**src/rtl/load_store_unit_if.sv**
```systemverilog
// Pipeline-side and data-memory-side signals of the load/store unit.
// The LSU attaches through the master modport; the pipeline/memory environment uses slave.
interface load_store_unit_if #(
    parameter int width = 32
);
    logic             exValid;
    logic             memRead;
    logic             memWrite;
    logic [2:0]       func3;
    logic [width-1:0] addr;
    logic [width-1:0] storeData;
    logic             stall;
    logic             done;
    logic [width-1:0] loadData;
    logic             memErr;
    logic             dmemReq;
    logic             dmemWe;
    logic [width-1:0] dmemAddr;
    logic [width-1:0] dmemWdata;
    logic [3:0]       dmemBe;
    logic             dmemAck;
    logic [width-1:0] dmemRdata;

    modport master (
        input  exValid, memRead, memWrite, func3, addr, storeData, dmemAck, dmemRdata,
        output stall, done, loadData, memErr, dmemReq, dmemWe, dmemAddr, dmemWdata, dmemBe
    );

    modport slave (
        output exValid, memRead, memWrite, func3, addr, storeData, dmemAck, dmemRdata,
        input  stall, done, loadData, memErr, dmemReq, dmemWe, dmemAddr, dmemWdata, dmemBe
    );
endinterface

```
**src/rtl/load_store_unit.sv**
```systemverilog
// Load/store unit: accepts one memory op from execute, issues a single word-aligned
// data-memory request, and returns a sign/zero-extended load result or an error pulse.
module load_store_unit #(
    parameter int width   = 32,
    parameter int TIMEOUT = 255
) (
    input logic               clk,
    input logic               reset,
    load_store_unit_if.master bus
);
    localparam int CNT_W = $clog2(TIMEOUT + 1);
    localparam logic [CNT_W-1:0] CNT_LAST = CNT_W'(TIMEOUT - 1);

    typedef enum logic [1:0] {
        ST_IDLE,
        ST_WAIT,
        ST_RESP
    } state_e;

    state_e           state_q, state_d;
    logic [CNT_W-1:0] cnt_q, cnt_d;
    logic [1:0]       lane_q, lane_d;
    logic [2:0]       func3_q, func3_d;
    logic             is_load_q, is_load_d;
    logic             err_q, err_d;
    logic             req_q, req_d;
    logic             we_q, we_d;
    logic [width-1:0] daddr_q, daddr_d;
    logic [width-1:0] wdata_q, wdata_d;
    logic [3:0]       be_q, be_d;
    logic [width-1:0] load_data_q, load_data_d;

    logic             mem_op;
    logic             legal;
    logic             accept_ok;
    logic             accept_bad;
    logic [3:0]       be_in;
    logic [width-1:0] wdata_in;

    // Lane select uses the registered low address bits; H lanes are 0 or 2 only.
    function automatic logic [width-1:0] extract_load(
        input logic [width-1:0] word,
        input logic [1:0]       lane,
        input logic [2:0]       f3
    );
        logic [7:0]  b;
        logic [15:0] h;
        b = word[{lane, 3'b000} +: 8];
        h = word[{lane[1], 4'b0000} +: 16];
        case (f3)
            3'd0:    return {{(width - 8){b[7]}}, b};
            3'd1:    return {{(width - 16){h[15]}}, h};
            3'd4:    return {{(width - 8){1'b0}}, b};
            3'd5:    return {{(width - 16){1'b0}}, h};
            default: return word;
        endcase
    endfunction

    // NOTE: every signal assigned in always_comb gets a default first, so no path infers a latch.
    always_comb begin
        mem_op = bus.exValid & (bus.memRead | bus.memWrite);
        legal  = 1'b0;
        case (bus.func3)
            3'd0:    legal = 1'b1;
            3'd1:    legal = ~bus.addr[0];
            3'd2:    legal = (bus.addr[1:0] == 2'b00);
            3'd4:    legal = bus.memRead;
            3'd5:    legal = bus.memRead & ~bus.addr[0];
            default: legal = 1'b0;
        endcase
        accept_ok  = (state_q == ST_IDLE) & mem_op & legal;
        accept_bad = (state_q == ST_IDLE) & mem_op & ~legal;

        case (bus.func3[1:0])
            2'd0: begin
                be_in    = 4'b0001 << bus.addr[1:0];
                wdata_in = {(width / 8){bus.storeData[7:0]}};
            end
            2'd1: begin
                be_in    = 4'b0011 << bus.addr[1:0];
                wdata_in = {(width / 16){bus.storeData[15:0]}};
            end
            default: begin
                be_in    = 4'b1111;
                wdata_in = bus.storeData;
            end
        endcase
    end

    always_comb begin
        state_d     = state_q;
        cnt_d       = cnt_q;
        lane_d      = lane_q;
        func3_d     = func3_q;
        is_load_d   = is_load_q;
        err_d       = 1'b0;
        req_d       = req_q;
        we_d        = we_q;
        daddr_d     = daddr_q;
        wdata_d     = wdata_q;
        be_d        = be_q;
        load_data_d = '0;

        case (state_q)
            ST_IDLE: begin
                if (accept_ok) begin
                    state_d   = ST_WAIT;
                    cnt_d     = '0;
                    lane_d    = bus.addr[1:0];
                    func3_d   = bus.func3;
                    is_load_d = bus.memRead;
                    req_d     = 1'b1;
                    we_d      = ~bus.memRead;
                    daddr_d   = {bus.addr[width-1:2], 2'b00};
                    be_d      = be_in;
                    wdata_d   = bus.memRead ? '0 : wdata_in;
                end
            end
            ST_WAIT: begin
                cnt_d = cnt_q + CNT_W'(1);
                if (bus.dmemAck || cnt_q == CNT_LAST) begin
                    req_d   = 1'b0;
                    we_d    = 1'b0;
                    daddr_d = '0;
                    wdata_d = '0;
                    be_d    = 4'b0000;
                end
                if (bus.dmemAck) begin
                    state_d     = ST_RESP;
                    load_data_d = is_load_q ? extract_load(bus.dmemRdata, lane_q, func3_q) : '0;
                end else if (cnt_q == CNT_LAST) begin
                    // Timeout error is reported in the first IDLE cycle, after the request drops.
                    state_d = ST_IDLE;
                    err_d   = 1'b1;
                end
            end
            ST_RESP: state_d = ST_IDLE;
            default: state_d = ST_IDLE;
        endcase
    end

    // NOTE: sequential state uses non-blocking assignments so all flops update together at the edge.
    always_ff @(posedge clk) begin
        if (reset) begin
            state_q     <= ST_IDLE;
            cnt_q       <= '0;
            lane_q      <= 2'b00;
            func3_q     <= 3'd0;
            is_load_q   <= 1'b0;
            err_q       <= 1'b0;
            req_q       <= 1'b0;
            we_q        <= 1'b0;
            daddr_q     <= '0;
            wdata_q     <= '0;
            be_q        <= 4'b0000;
            load_data_q <= '0;
        end else begin
            state_q     <= state_d;
            cnt_q       <= cnt_d;
            lane_q      <= lane_d;
            func3_q     <= func3_d;
            is_load_q   <= is_load_d;
            err_q       <= err_d;
            req_q       <= req_d;
            we_q        <= we_d;
            daddr_q     <= daddr_d;
            wdata_q     <= wdata_d;
            be_q        <= be_d;
            load_data_q <= load_data_d;
        end
    end

    assign bus.stall     = accept_ok | (state_q == ST_WAIT);
    assign bus.done      = (state_q == ST_RESP);
    assign bus.memErr    = accept_bad | err_q;
    assign bus.loadData  = load_data_q;
    assign bus.dmemReq   = req_q;
    assign bus.dmemWe    = we_q;
    assign bus.dmemAddr  = daddr_q;
    assign bus.dmemWdata = wdata_q;
    assign bus.dmemBe    = be_q;
endmodule

```
**src/flat_wrapper.sv**
```systemverilog
// flat-port wrapper written by rule: the top's interface ports become plain ports
module load_store_unit_flat 
#(
    parameter int width   = 32,
    parameter int TIMEOUT = 255
)
  (clk, reset, bus_exValid, bus_memRead, bus_memWrite, bus_func3, bus_addr, bus_storeData, bus_dmemAck, bus_dmemRdata, bus_stall, bus_done, bus_loadData, bus_memErr, bus_dmemReq, bus_dmemWe, bus_dmemAddr, bus_dmemWdata, bus_dmemBe);
  load_store_unit_if #(.width(width)) bus_i ();
  input logic clk;
  input logic reset;
  input wire logic [$bits(bus_i.exValid)-1:0] bus_exValid;
  input wire logic [$bits(bus_i.memRead)-1:0] bus_memRead;
  input wire logic [$bits(bus_i.memWrite)-1:0] bus_memWrite;
  input wire logic [$bits(bus_i.func3)-1:0] bus_func3;
  input wire logic [$bits(bus_i.addr)-1:0] bus_addr;
  input wire logic [$bits(bus_i.storeData)-1:0] bus_storeData;
  input wire logic [$bits(bus_i.dmemAck)-1:0] bus_dmemAck;
  input wire logic [$bits(bus_i.dmemRdata)-1:0] bus_dmemRdata;
  output wire logic [$bits(bus_i.stall)-1:0] bus_stall;
  output wire logic [$bits(bus_i.done)-1:0] bus_done;
  output wire logic [$bits(bus_i.loadData)-1:0] bus_loadData;
  output wire logic [$bits(bus_i.memErr)-1:0] bus_memErr;
  output wire logic [$bits(bus_i.dmemReq)-1:0] bus_dmemReq;
  output wire logic [$bits(bus_i.dmemWe)-1:0] bus_dmemWe;
  output wire logic [$bits(bus_i.dmemAddr)-1:0] bus_dmemAddr;
  output wire logic [$bits(bus_i.dmemWdata)-1:0] bus_dmemWdata;
  output wire logic [$bits(bus_i.dmemBe)-1:0] bus_dmemBe;
  assign bus_i.exValid = bus_exValid;
  assign bus_i.memRead = bus_memRead;
  assign bus_i.memWrite = bus_memWrite;
  assign bus_i.func3 = bus_func3;
  assign bus_i.addr = bus_addr;
  assign bus_i.storeData = bus_storeData;
  assign bus_i.dmemAck = bus_dmemAck;
  assign bus_i.dmemRdata = bus_dmemRdata;
  assign bus_stall = bus_i.stall;
  assign bus_done = bus_i.done;
  assign bus_loadData = bus_i.loadData;
  assign bus_memErr = bus_i.memErr;
  assign bus_dmemReq = bus_i.dmemReq;
  assign bus_dmemWe = bus_i.dmemWe;
  assign bus_dmemAddr = bus_i.dmemAddr;
  assign bus_dmemWdata = bus_i.dmemWdata;
  assign bus_dmemBe = bus_i.dmemBe;
  load_store_unit #(.width(width), .TIMEOUT(TIMEOUT)) u_core (.clk(clk), .reset(reset), .bus(bus_i));
endmodule
```
**config.mk**
```make
export PLATFORM = sky130hd
export DESIGN_NAME = load_store_unit_flat
export DESIGN_NICKNAME = d
export VERILOG_FILES = /design/src/rtl/load_store_unit_if.sv /design/src/rtl/load_store_unit.sv /design/src/flat_wrapper.sv
export SDC_FILE = /design/constraint.sdc
export NUM_CORES = 1
export LEC_CHECK = 0
export ABC_AREA = 1
export CORE_AREA = 2 2 85 168
export CTS_CLUSTER_DIAMETER = 30
export DETAILED_ROUTE_END_ITERATION = 8
export DIE_AREA = 0 0 87 170
export PLACE_DENSITY = 0.83
export SYNTH_ARGS = -nofsm -noshare
export SYNTH_HDL_FRONTEND = slang
export SYNTH_SLANG_ARGS = --single-unit
```
**constraint.sdc**
```tcl
create_clock -name clk -period 2.4 [get_ports clk]
set_input_delay 0.24 -clock clk [delete_from_list [all_inputs] [get_ports clk]]
set_output_delay 0.24 -clock clk [all_outputs]
set_load 0.03 [all_outputs]
```
* After elaboration in Yosys (flattened, before gate mapping)
Cells that the tools add are included.
** Cells by class
- Add/sub/neg operators :: 1
- Eq/ne operators :: 14
- Shifts and indexed selects :: 4
- Multiplexer cells :: 25
- Bitwise gates (word level) :: 14
- Reduce and logical (&&, ||, !) cells :: 13
** Operators by type and width (number)
- $pmux 32 s2 :: 3
- $mux 32 :: 4
- $pmux 32 s4 :: 1
- $shiftx 32x6->16 :: 1
- $shiftx 32x6->8 :: 1
- $pmux 4 s2 :: 2
- $pmux 8 s2 :: 1
- $eq 3x3->1 const B :: 4
- $add 8x1->8 const B :: 1
- $eq 8x8->1 const B :: 1
- $mux 4 :: 2
- $mux 8 :: 1
- $eq 3x1->1 const B :: 2
- $logic_not 2->1 :: 3
- $logic_not 3->1 :: 2
- $mux 2 :: 3
- $not 1->1 :: 6
- $reduce_and 2->1 :: 3
- $and 1x1->1 :: 5
- $pmux 1 s5 :: 1
- $eq 2x1->1 const B :: 2
- $mux 1 :: 4
- $ne 2x1->1 const B :: 2
- $pmux 1 s2 :: 2
- 12 further kinds :: 14
** Storage, ports and cells
- Register bits after elaboration :: 119
- Input port bits :: 105
- Logic and storage cells :: 83

* Longest topological paths before layout
Gate-level depths: netlist of the first run.
- Word-level depth :: 6
- Depth in mapped cells :: 12
- Depth with buffers taken out :: 10

* Worst setup path before layout of the first run
OpenSTA, ideal clock, no wires.
- Kind :: in2reg
- From :: in bus_func3[1]
- To :: reg u_core.daddr_q[10] (netlist: u_core.bus.dmemAddr[10])
- Setup time :: 0.132 ns
- Data arrival time :: 1.321 ns
- Data required time :: 2.268 ns
- Setup slack :: 0.947 ns
- Cell stages on the path :: 11
- Path buffers :: 3
- Cell sequence :: buf_2 > nor2_4 > inv_2 > nand2_2 > nand3_4 > nand2_2 > nand3_2 > buf_6 > buf_4 > nand2_1 > a21oi_1
** On the way
- Cells in the longest elaborated chain, start to end :: 5
- Elaborated cells between the ends (all ways) :: 9
- Those cells by class :: eq/ne (5); mux (1); bitwise (1); reduce/logical (2)
** Ends and longest elaborated chain
- from (decl) :: line flat_wrapper.sv:14 : input wire logic [$bits(bus_i.func3)-1:0] bus_func3;
- $eq 3x3->1, or another cell as far along :: line load_store_unit.sv:63 : case (bus.func3)
- $pmux 1 s5 (*) :: line load_store_unit.sv:63
- $and 1x1->1 (*) :: line load_store_unit.sv:71 : accept_ok = (state_q == ST_IDLE) & mem_op & legal;
- $ne 2x1->1 (no line) (*)
- $reduce_and 3->1 (no line) (*)
- to (signal assigned) :: line load_store_unit.sv:166 : daddr_q <= daddr_d;
- to (decl) :: line load_store_unit.sv:28 : logic [width-1:0] daddr_q, daddr_d;
Every way passes the cells marked *; elsewhere a longest branch is shown, timed or not.
A chain may end at the register's enable or synchronous reset.

* Final worst setup path of the first run
- From :: in bus_func3[1]
- To :: out bus_stall
** On the way
- Cells in the longest elaborated chain, start to end :: 4
- Elaborated cells between the ends (all ways) :: 8
- Those cells by class :: eq/ne (4); mux (1); bitwise (2); reduce/logical (1)
** Ends and longest elaborated chain
- $eq 3x3->1, or another cell as far along :: line load_store_unit.sv:63
- $pmux 1 s5 (*) :: line load_store_unit.sv:63
- $and 1x1->1 (*) :: line load_store_unit.sv:71
- $or 1x1->1 (*) :: line load_store_unit.sv:173 : assign bus.stall = accept_ok | (state_q == ST_WAIT);
- to (decl) :: line flat_wrapper.sv:19 : output wire logic [$bits(bus_i.stall)-1:0] bus_stall;
Marked as above.

==> flow_metrics.py, run 1 <==
metrics = {
    "logic_synthesis": {
        "synth_seq_area_share_pct": 44.6,
        "most_frequent_cell_after_synthesis": "sky130_fd_sc_hd__nand2_1",
        "synth.cell_area_um2": 5250,
        "yosys_register_bits": 117,
        "synthDominantAreaCellType": "sky130_fd_sc_hd__dfxtp_1",
        "synth_adder_area_share_pct": 0.476,
        "netlist_top_cells_area": "sky130_fd_sc_hd__dfxtp_1, sky130_fd_sc_hd__nand2_1, sky130_fd_sc_hd__a21oi_1",
        "synth_simple_gate_area_share_pct": 29.8,
        "compound_gate_fraction_of_synth_area_pct": 15.4,
        "synth-edff-count": 0,
        "distinct_cell_type_count_after_synthesis": 32,
        "synth.mux.area_fraction_pct": 0,
        "synth_top_family_by_area": "simple AND/OR/NAND/NOR gates",
        "async_reset_ff_share_pct": 0,
        "synthesis.yosys.warnings": 0,
        "postSynth.topFlopCell": "sky130_fd_sc_hd__dfxtp_1",
        "synth_area_per_cell_um2": 6.82,
        "synth.top_cell.area_share_pct": 44.6,
        "post_synth_inst_count": 770,
        "yosys-top-cells-count": "sky130_fd_sc_hd__nand2_1, sky130_fd_sc_hd__dfxtp_1, sky130_fd_sc_hd__a21oi_1",
        "synthesized_area_fraction_occupied_by_xor_and_xnor_cells_pct": 0,
    },
    "sta": {
        "setup_viol": 0,
        "worst_hold_slack_ns": 0.177,
        "timing_worst_slew_pin_value_ns": 0.677,
        "min_period_ns": 2.12,
        "timing_max_transition_violations_final": 0,
        "max_freq_mhz": 471,
        "slew_headroom_pct": 54.8,
        "finalClockSkew_ns": 0.0103,
        "least_setup_slack_across_all_paths_after_layout_ns": 0.279,
        "grt_setup_unrepaired": "no",
        "finalSetupTns_ns": 0,
        "final_cycle_utilization_of_the_critical_path_pct": 88.4,
        "count_of_final_hold_check_violations": 0,
    },
    "placement": {
        "detailed_place_hpwl_um": 12000,
        "dp_cells": 1104,
        "place_worst_setup_slack_ns": 0.235,
        "globalplace.congestion": 0.913,
        "placement.io_buffers": 207,
    },
    "floorplan": {
        "start_util_pct": 39.1,
        "floorplan.core_area_um2": 13400,
        "die_height_um": 170,
        "die_width_um": 87,
        "floorplan.die_area_um2": 14800,
        "boundaryPins": 210,
        "rows": 60,
    },
    "critical_path": {
        "top_fanout_value_on_the_critical_path": 15,
        "crit_path_arrival_time_ns": 1.88,
        "crit_top_cell": "sky130_fd_sc_hd__nand2_1",
        "cell_with_the_biggest_individual_delay_on_the_critical_path": "sky130_fd_sc_hd__clkdlybuf4s50_1",
        "critical_path_class": "in -> out",
        "cp_slowest_stage_delay_ns": 0.62,
        "critical_path_required_ns": 2.16,
        "start_kind": "input pin",
        "crit_chain": "clkdlybuf4s50_1 -> inv_1 -> nand2_1 -> nand2_1 -> nand3_4 -> buf_4 -> nand2_1 -> buf_12",
        "critPathCaptureType": "output port",
    },
    "status": {
        "run_status": "completed",
    },
    "run": {
        "max_cap_viol_count": 0,
    },
    "global_routing": {
        "first_global_vias": 5435,
        "global_route.usage.met1_pct": 24.0,
        "antenna_found_initial": 0,
        "use_met2_pct": 40.2,
        "grt.met3_usage_pct": 5.72,
        "global_route_usage_over_all_layers_pct": 22.8,
        "grt_start_max_net_pins": 65,
        "grt_first_pass_wirelength_um": 26300,
        "grt_overflow": 0,
        "grt.busiest_layer": "met2",
    },
    "route": {
        "route.detailed.vias_per_inst": 5.01,
        "postRouteAntennaNets": 0,
        "drt_pass1_iterations": 4,
        "detailedRoute.firstIterationViolations": 238,
        "detail_route.wl_per_cell_um": 14.6,
        "detailroute.via_count": 5686,
        "totalWireLength_um": 16500,
        "drc": 0,
    },
    "power": {
        "sw_frac_of_total_pct": 26.5,
        "net-switching-power_mw": 1.50,
        "power.combinational.fraction_pct": 16.7,
        "power_leakage_nw": 3.30,
        "peakVddDrop_mv": 0.536,
        "seq_power_share_pct": 36.2,
        "powerDensity_nw_per_um2": 701,
        "clock_power_share_pct": 47.0,
        "power_report.internal_total_mw": 4.16,
    },
    "clocking": {
        "post-cts-setup-buffers": 0,
        "cts-root-buf": "sky130_fd_sc_hd__clkbuf_16",
        "clkSlewWorstSetupHoldPaths_ns": 0.05,
        "cts-root-to-sink-buffers": 2,
        "cts_max_level": 4,
        "cts_resized": 0,
        "cts-buffers-inserted": 17,
        "clk-insertion-delay-late_ns": 0.42,
        "numClockSinks": 117,
        "tritoncts": "yes",
        "post_cts_hold_fix_bufs": 0,
    },
    "cells_and_area": {
        "final_nets": 1075,
        "diodes": 0,
        "finalCoreUtilization_pct": 60.0,
        "areaGrowthSynthToFinish_pct": 53.6,
        "layoutNonFillerInstCount": 1136,
        "drive_above_1_share_pct": 7.24,
    },
    "worst_hold_path": {
        "holdCritPathClass": "in -> reg",
    },
}
==> kinds of logic after synthesis <==
family	after synthesis
AOI/OAI and AO/OA	156
other	1
and+or+nand+nor	376
adders and majority gates	2
DFF	117
buffers and inverters	118
==> state kept, by name, indices dropped and copies added, names as in the netlist <==
| register | count |
|---|---|
| u_core.bus.dmemWe | 1 |
| u_core.err_q | 1 |
| u_core.bus.dmemWdata | 32 |
| u_core.func3_q | 3 |
| u_core.cnt_q | 8 |
| u_core.bus.dmemReq | 1 |
| u_core.bus.loadData | 32 |
| u_core.bus.dmemBe | 4 |
| u_core.state_q | 2 |
| u_core.lane_q | 2 |
| u_core.is_load_q | 1 |
| u_core.bus.dmemAddr | 30 |
==> critical path: cells and delay by family <==
family	cells	cell delay [ns]
buf+inv	4	1.17
simple gates	4	0.47
==> area by class of cell <==
| type | count | area, µm² |
|---|---|---|
| Timing Repair Buffer | 224 | 2240 |
| Multi-Input combinational cell | 536 | 2410 |
| Sequential cell | 117 | 2340 |
| Inverter | 72 | 270 |
| Clock inverter | 13 | 183 |
| Clock buffer | 19 | 433 |
| Tap cell | 155 | 194 |
| Fill cell | 1169 | 5370 |
==> power groups by stage <==
| stage | Combinational [mW] | Sequential (mW) | Clock, mW |
|---|---|---|---|
| detailed placement | 0.939 | 2.09 | 0 |
| global placement | 0.933 | 2.09 | 0 |
| finish | 0.945 | 2.05 | 2.66 |
| CTS | 0.945 | 2.05 | 2.69 |
| global route | 1.03 | 2.06 | 2.77 |
| floorplan | 0.407 | 2.20 | 0 |
==> path summary, 6_finish.rpt <==
kind	slack [ns]	endpoint	startpoint	cells past startpoint
setup / recovery	0.28	bus_stall	bus_func3[1]	8
hold / removal	0.18	u_core.state_q[1]	reset	4
setup reg to reg	0.30	u_core.bus.loadData[13]	u_core.state_q[1]	7
hold reg to reg	0.46	u_core.bus.dmemAddr[20]	u_core.bus.dmemAddr[20]	2
==> cell usage in the layout (no fill, tap or decap), types with 2 or more instances in the layout <==
master | Yosys | layout
sky130_fd_sc_hd__a31oi_1 | 7 | 7
sky130_fd_sc_hd__o21ai_0 | 43 | 43
sky130_fd_sc_hd__nand3_1 | 21 | 21
sky130_fd_sc_hd__clkinv_2 | 0 | 3
sky130_fd_sc_hd__clkinvlp_4 | 0 | 4
sky130_fd_sc_hd__or2_2 | 9 | 9
sky130_fd_sc_hd__bufinv_16 | 0 | 4
sky130_fd_sc_hd__nor2_2 | 2 | 2
sky130_fd_sc_hd__nor2_1 | 59 | 59
sky130_fd_sc_hd__buf_12 | 0 | 4
sky130_fd_sc_hd__ha_1 | 2 | 2
sky130_fd_sc_hd__clkinv_1 | 4 | 4
sky130_fd_sc_hd__buf_4 | 8 | 15
sky130_fd_sc_hd__clkbuf_1 | 16 | 2
sky130_fd_sc_hd__inv_1 | 66 | 66
sky130_fd_sc_hd__nor3_1 | 9 | 9
sky130_fd_sc_hd__nor2_4 | 2 | 2
sky130_fd_sc_hd__inv_2 | 2 | 2
sky130_fd_sc_hd__nand2_2 | 3 | 3
sky130_fd_sc_hd__clkbuf_16 | 0 | 17
sky130_fd_sc_hd__o22ai_1 | 7 | 7
sky130_fd_sc_hd__clkinv_4 | 0 | 2
sky130_fd_sc_hd__a21oi_1 | 96 | 96
sky130_fd_sc_hd__nand2_1 | 250 | 250
sky130_fd_sc_hd__dfxtp_1 | 117 | 117
sky130_fd_sc_hd__clkdlybuf4s50_1 | 0 | 204
sky130_fd_sc_hd__conb_1 | 1 | 2
sky130_fd_sc_hd__nand4_1 | 16 | 16
==> per-stage QoR <==
stage                     instance area, µm²  power (mW)
after floorplan                         5260        2.60
after global placement                  7450        3.02
after detailed placement                7450        3.03
after CTS                               8070        5.69
after global routing                    8070        5.86
final                                   8070        5.65
==> routing by layer <==
layer,share of wire [%],up-vias
met4,4.5,0
met5,0,-
met3,6.8,49
met1,36,2540
li1,-,2853
met2,53,244
(Power assumes the default switching activity.)
==> run 2, diff against run 1 <==
--- a/config.mk
+++ b/config.mk
@@ -10,6 +10,7 @@
 export CTS_CLUSTER_DIAMETER = 30
 export DETAILED_ROUTE_END_ITERATION = 8
 export DIE_AREA = 0 0 87 170
+export GPL_TIMING_DRIVEN = 0
 export PLACE_DENSITY = 0.83
 export SYNTH_ARGS = -nofsm -noshare
 export SYNTH_HDL_FRONTEND = slang
==> constraint.sdc (replaced) <==
create_clock -name clk -period 2 [get_ports clk]
set_input_delay 0.2 -clock clk [delete_from_list [all_inputs] [get_ports clk]]
set_output_delay 0.2 -clock clk [all_outputs]
set_load 0.03 [all_outputs]
==> run 2 against run 1 <==
Effect of this change: critical path depth is 1 lower; total power is 17% higher; first-iteration DRC count is 8.0% higher; highest routed layer unchanged; sequential cell count stayed put; largest cell class unchanged; hold slack better by 0.10 ns.
==> flow_metrics.py, run 2 (same netlist as run 1, synthesis figures left out) <==
metrics = {
    "sta": {
        "timing_max_transition_violations_final": 0,
        "min_period_ns": 1.93,
        "slew_headroom_pct": 65.8,
        "grt_setup_unrepaired": "no",
        "least_setup_slack_across_all_paths_after_layout_ns": 0.0705,
        "setup_viol": 0,
        "timing_worst_slew_pin_value_ns": 0.513,
        "finalSetupTns_ns": 0,
        "max_freq_mhz": 518,
        "final_cycle_utilization_of_the_critical_path_pct": 96.5,
        "count_of_final_hold_check_violations": 0,
        "finalClockSkew_ns": 0.0132,
    },
    "floorplan": {
        "start_util_pct": 39.1,
        "rows": 60,
        "floorplan.die_area_um2": 14800,
        "die_width_um": 87,
        "floorplan.core_area_um2": 13400,
        "boundaryPins": 210,
        "die_height_um": 170,
    },
    "global_routing": {
        "grt_first_pass_wirelength_um": 27700,
        "global_route_usage_over_all_layers_pct": 24.0,
        "first_global_vias": 5663,
        "grt_start_max_net_pins": 17,
        "grt_overflow": 0,
        "antenna_found_initial": 0,
    },
    "critical_path": {
        "crit_buf_inv": 3,
        "ff2ff_setup_slack_ns": 0.20,
        "top_fanout_value_on_the_critical_path": 10,
        "cell_with_the_biggest_individual_delay_on_the_critical_path": "sky130_fd_sc_hd__clkdlybuf4s50_1",
        "startpoint": "bus_func3[0]",
        "cp_slowest_stage_delay_ns": 0.60,
        "critical_path_class": "in -> out",
        "critical_path_required_ns": 1.80,
        "critPathCaptureType": "output port",
        "critical_path.top_delay_family": "buffers and inverters",
        "crit_chain": "clkdlybuf4s50_1 -> nor2_4 -> inv_2 -> nand2_2 -> nand2_1 -> a21o_1 -> dlygate4sd2_1",
        "crit_path_arrival_time_ns": 1.73,
        "crit-reg2reg-launch": "u_core.func3_q[0]",
        "start_kind": "input pin",
    },
    "clocking": {
        "cts-root-buf": "sky130_fd_sc_hd__clkbuf_16",
        "tritoncts": "yes",
        "clk-insertion-delay-late_ns": 0.41,
        "clkSlewWorstSetupHoldPaths_ns": 0.06,
        "cts-buffers-inserted": 17,
        "cts-root-to-sink-buffers": 2,
        "numClockSinks": 117,
        "cts_max_level": 4,
    },
    "route": {
        "detailroute.via_count": 5831,
        "detailedRoute.firstIterationViolations": 257,
        "route.detailed.vias_per_inst": 5.01,
        "drc": 0,
        "detail_route.wl_per_cell_um": 15.3,
        "totalWireLength_um": 17700,
        "postRouteAntennaNets": 0,
        "drt_pass1_iterations": 6,
    },
    "power": {
        "powerDensity_nw_per_um2": 817,
        "power_leakage_nw": 3.33,
        "clock_power_share_pct": 45.4,
        "sw_frac_of_total_pct": 29.4,
        "power_report.internal_total_mw": 4.66,
        "report.power.total_mw": 6.61,
        "peakVddDrop_mv": 0.661,
        "power.combinational.fraction_pct": 17.4,
        "seq_power_share_pct": 37.2,
        "net-switching-power_mw": 1.94,
    },
    "worst_hold_path": {
        "holdCritPathClass": "in -> reg",
        "hold_start": "bus_func3[1]",
    },
    "cells_and_area": {
        "layout.cells.most_common_list": "sky130_fd_sc_hd__nand2_1, sky130_fd_sc_hd__clkdlybuf4s50_1, sky130_fd_sc_hd__dfxtp_1",
        "areaGrowthSynthToFinish_pct": 53.8,
        "finalCoreUtilization_pct": 60.1,
        "layout.cells.most_common": "sky130_fd_sc_hd__nand2_1",
        "num-fill-cells": 1199,
        "diodes": 0,
        "final_nets": 1102,
        "multiInputGateArea_um2": 2410,
        "layoutNonFillerInstCount": 1163,
        "final-seq-area_um2": 2340,
        "drive_above_1_share_pct": 8.04,
    },
    "placement": {
        "dp_cells": 1132,
        "place_worst_setup_slack_ns": -0.386,
        "detailed_place_hpwl_um": 13700,
        "globalplace.congestion": 0.883,
        "placement.io_buffers": 206,
    },
    "run": {
        "max_cap_viol_count": 0,
    },
    "status": {
        "run_status": "completed",
    },
}
-- run 2: power groups by stage --
stage | Clock [mW] | Combinational (mW) | Sequential (mW)
floorplan | 0 | 0.489 | 2.64
finish | 3.00 | 1.15 | 2.46
CTS | 3.04 | 1.15 | 2.45
global route | 3.15 | 1.25 | 2.47
global placement | 0 | 1.14 | 2.50
detailed placement | 0 | 1.14 | 2.50
-- run 2: cell type report --
| class | count | share of cell area [%] |
|---|---|---|
| multi-input combinational | 536 | 29.8 |
| sequential | 117 | 29.0 |
| timing repair buffer | 206 | 25.4 |
| clock buffer | 17 | 5.26 |
| inverter | 72 | 3.34 |
| buffer | 45 | 2.89 |
| tap | 155 | 2.40 |
| clock inverter | 15 | 1.90 |
-- run 2: stage by stage --
| step | area [µm²] | hold slack (ns) |
|---|---|---|
| finish | 8080 | 0.280 |
| detailed placement | 7510 | 0.451 |
| global placement | 7510 | 0.446 |
| floorplan | 5260 | 0.278 |
| global route | 8080 | 0.318 |
| CTS | 8090 | 0.252 |
-- run 2: worst paths after layout --
kind / to / cells past startpoint
worst max-delay path: bus_memErr / 7
worst min-delay path: u_core.bus.dmemWdata[23] / 5
worst max register to register: u_core.bus.loadData[0] / 7
worst min register to register: u_core.bus.dmemWdata[19] / 2
-- run 2: worst register-to-register path: stages, from the launching register on --
cell and delay [ns]:
sky130_fd_sc_hd__dfxtp_1 0.39, sky130_fd_sc_hd__clkinv_1 0.32, sky130_fd_sc_hd__nand2_1 0.18, sky130_fd_sc_hd__inv_1 0.12, sky130_fd_sc_hd__clkbuf_1 0.24, sky130_fd_sc_hd__nand2_1 0.12, sky130_fd_sc_hd__a21oi_1 0.07, sky130_fd_sc_hd__nor3_1 0.26
-- run 2: repair_timing --
| action | CTS | global route |
|---|---|---|
| buffers inserted | 0 | 0 |
| setup endpoints to repair | 3 | 22 |
| resized for setup | 7 | 1 |
| hold buffers | 0 | 0 |
-- run 2: per-layer routing --
metal / track usage (%) / vias to the layer above / wire, µm
met2: 45.8 / 289 / 9790
met4: 11.9 / 0 / 638
met3: 5.77 / 49 / 1260
met1: 22.9 / 2576 / 6060
met5: 0 / - / 0
li1: - / 2917 / -
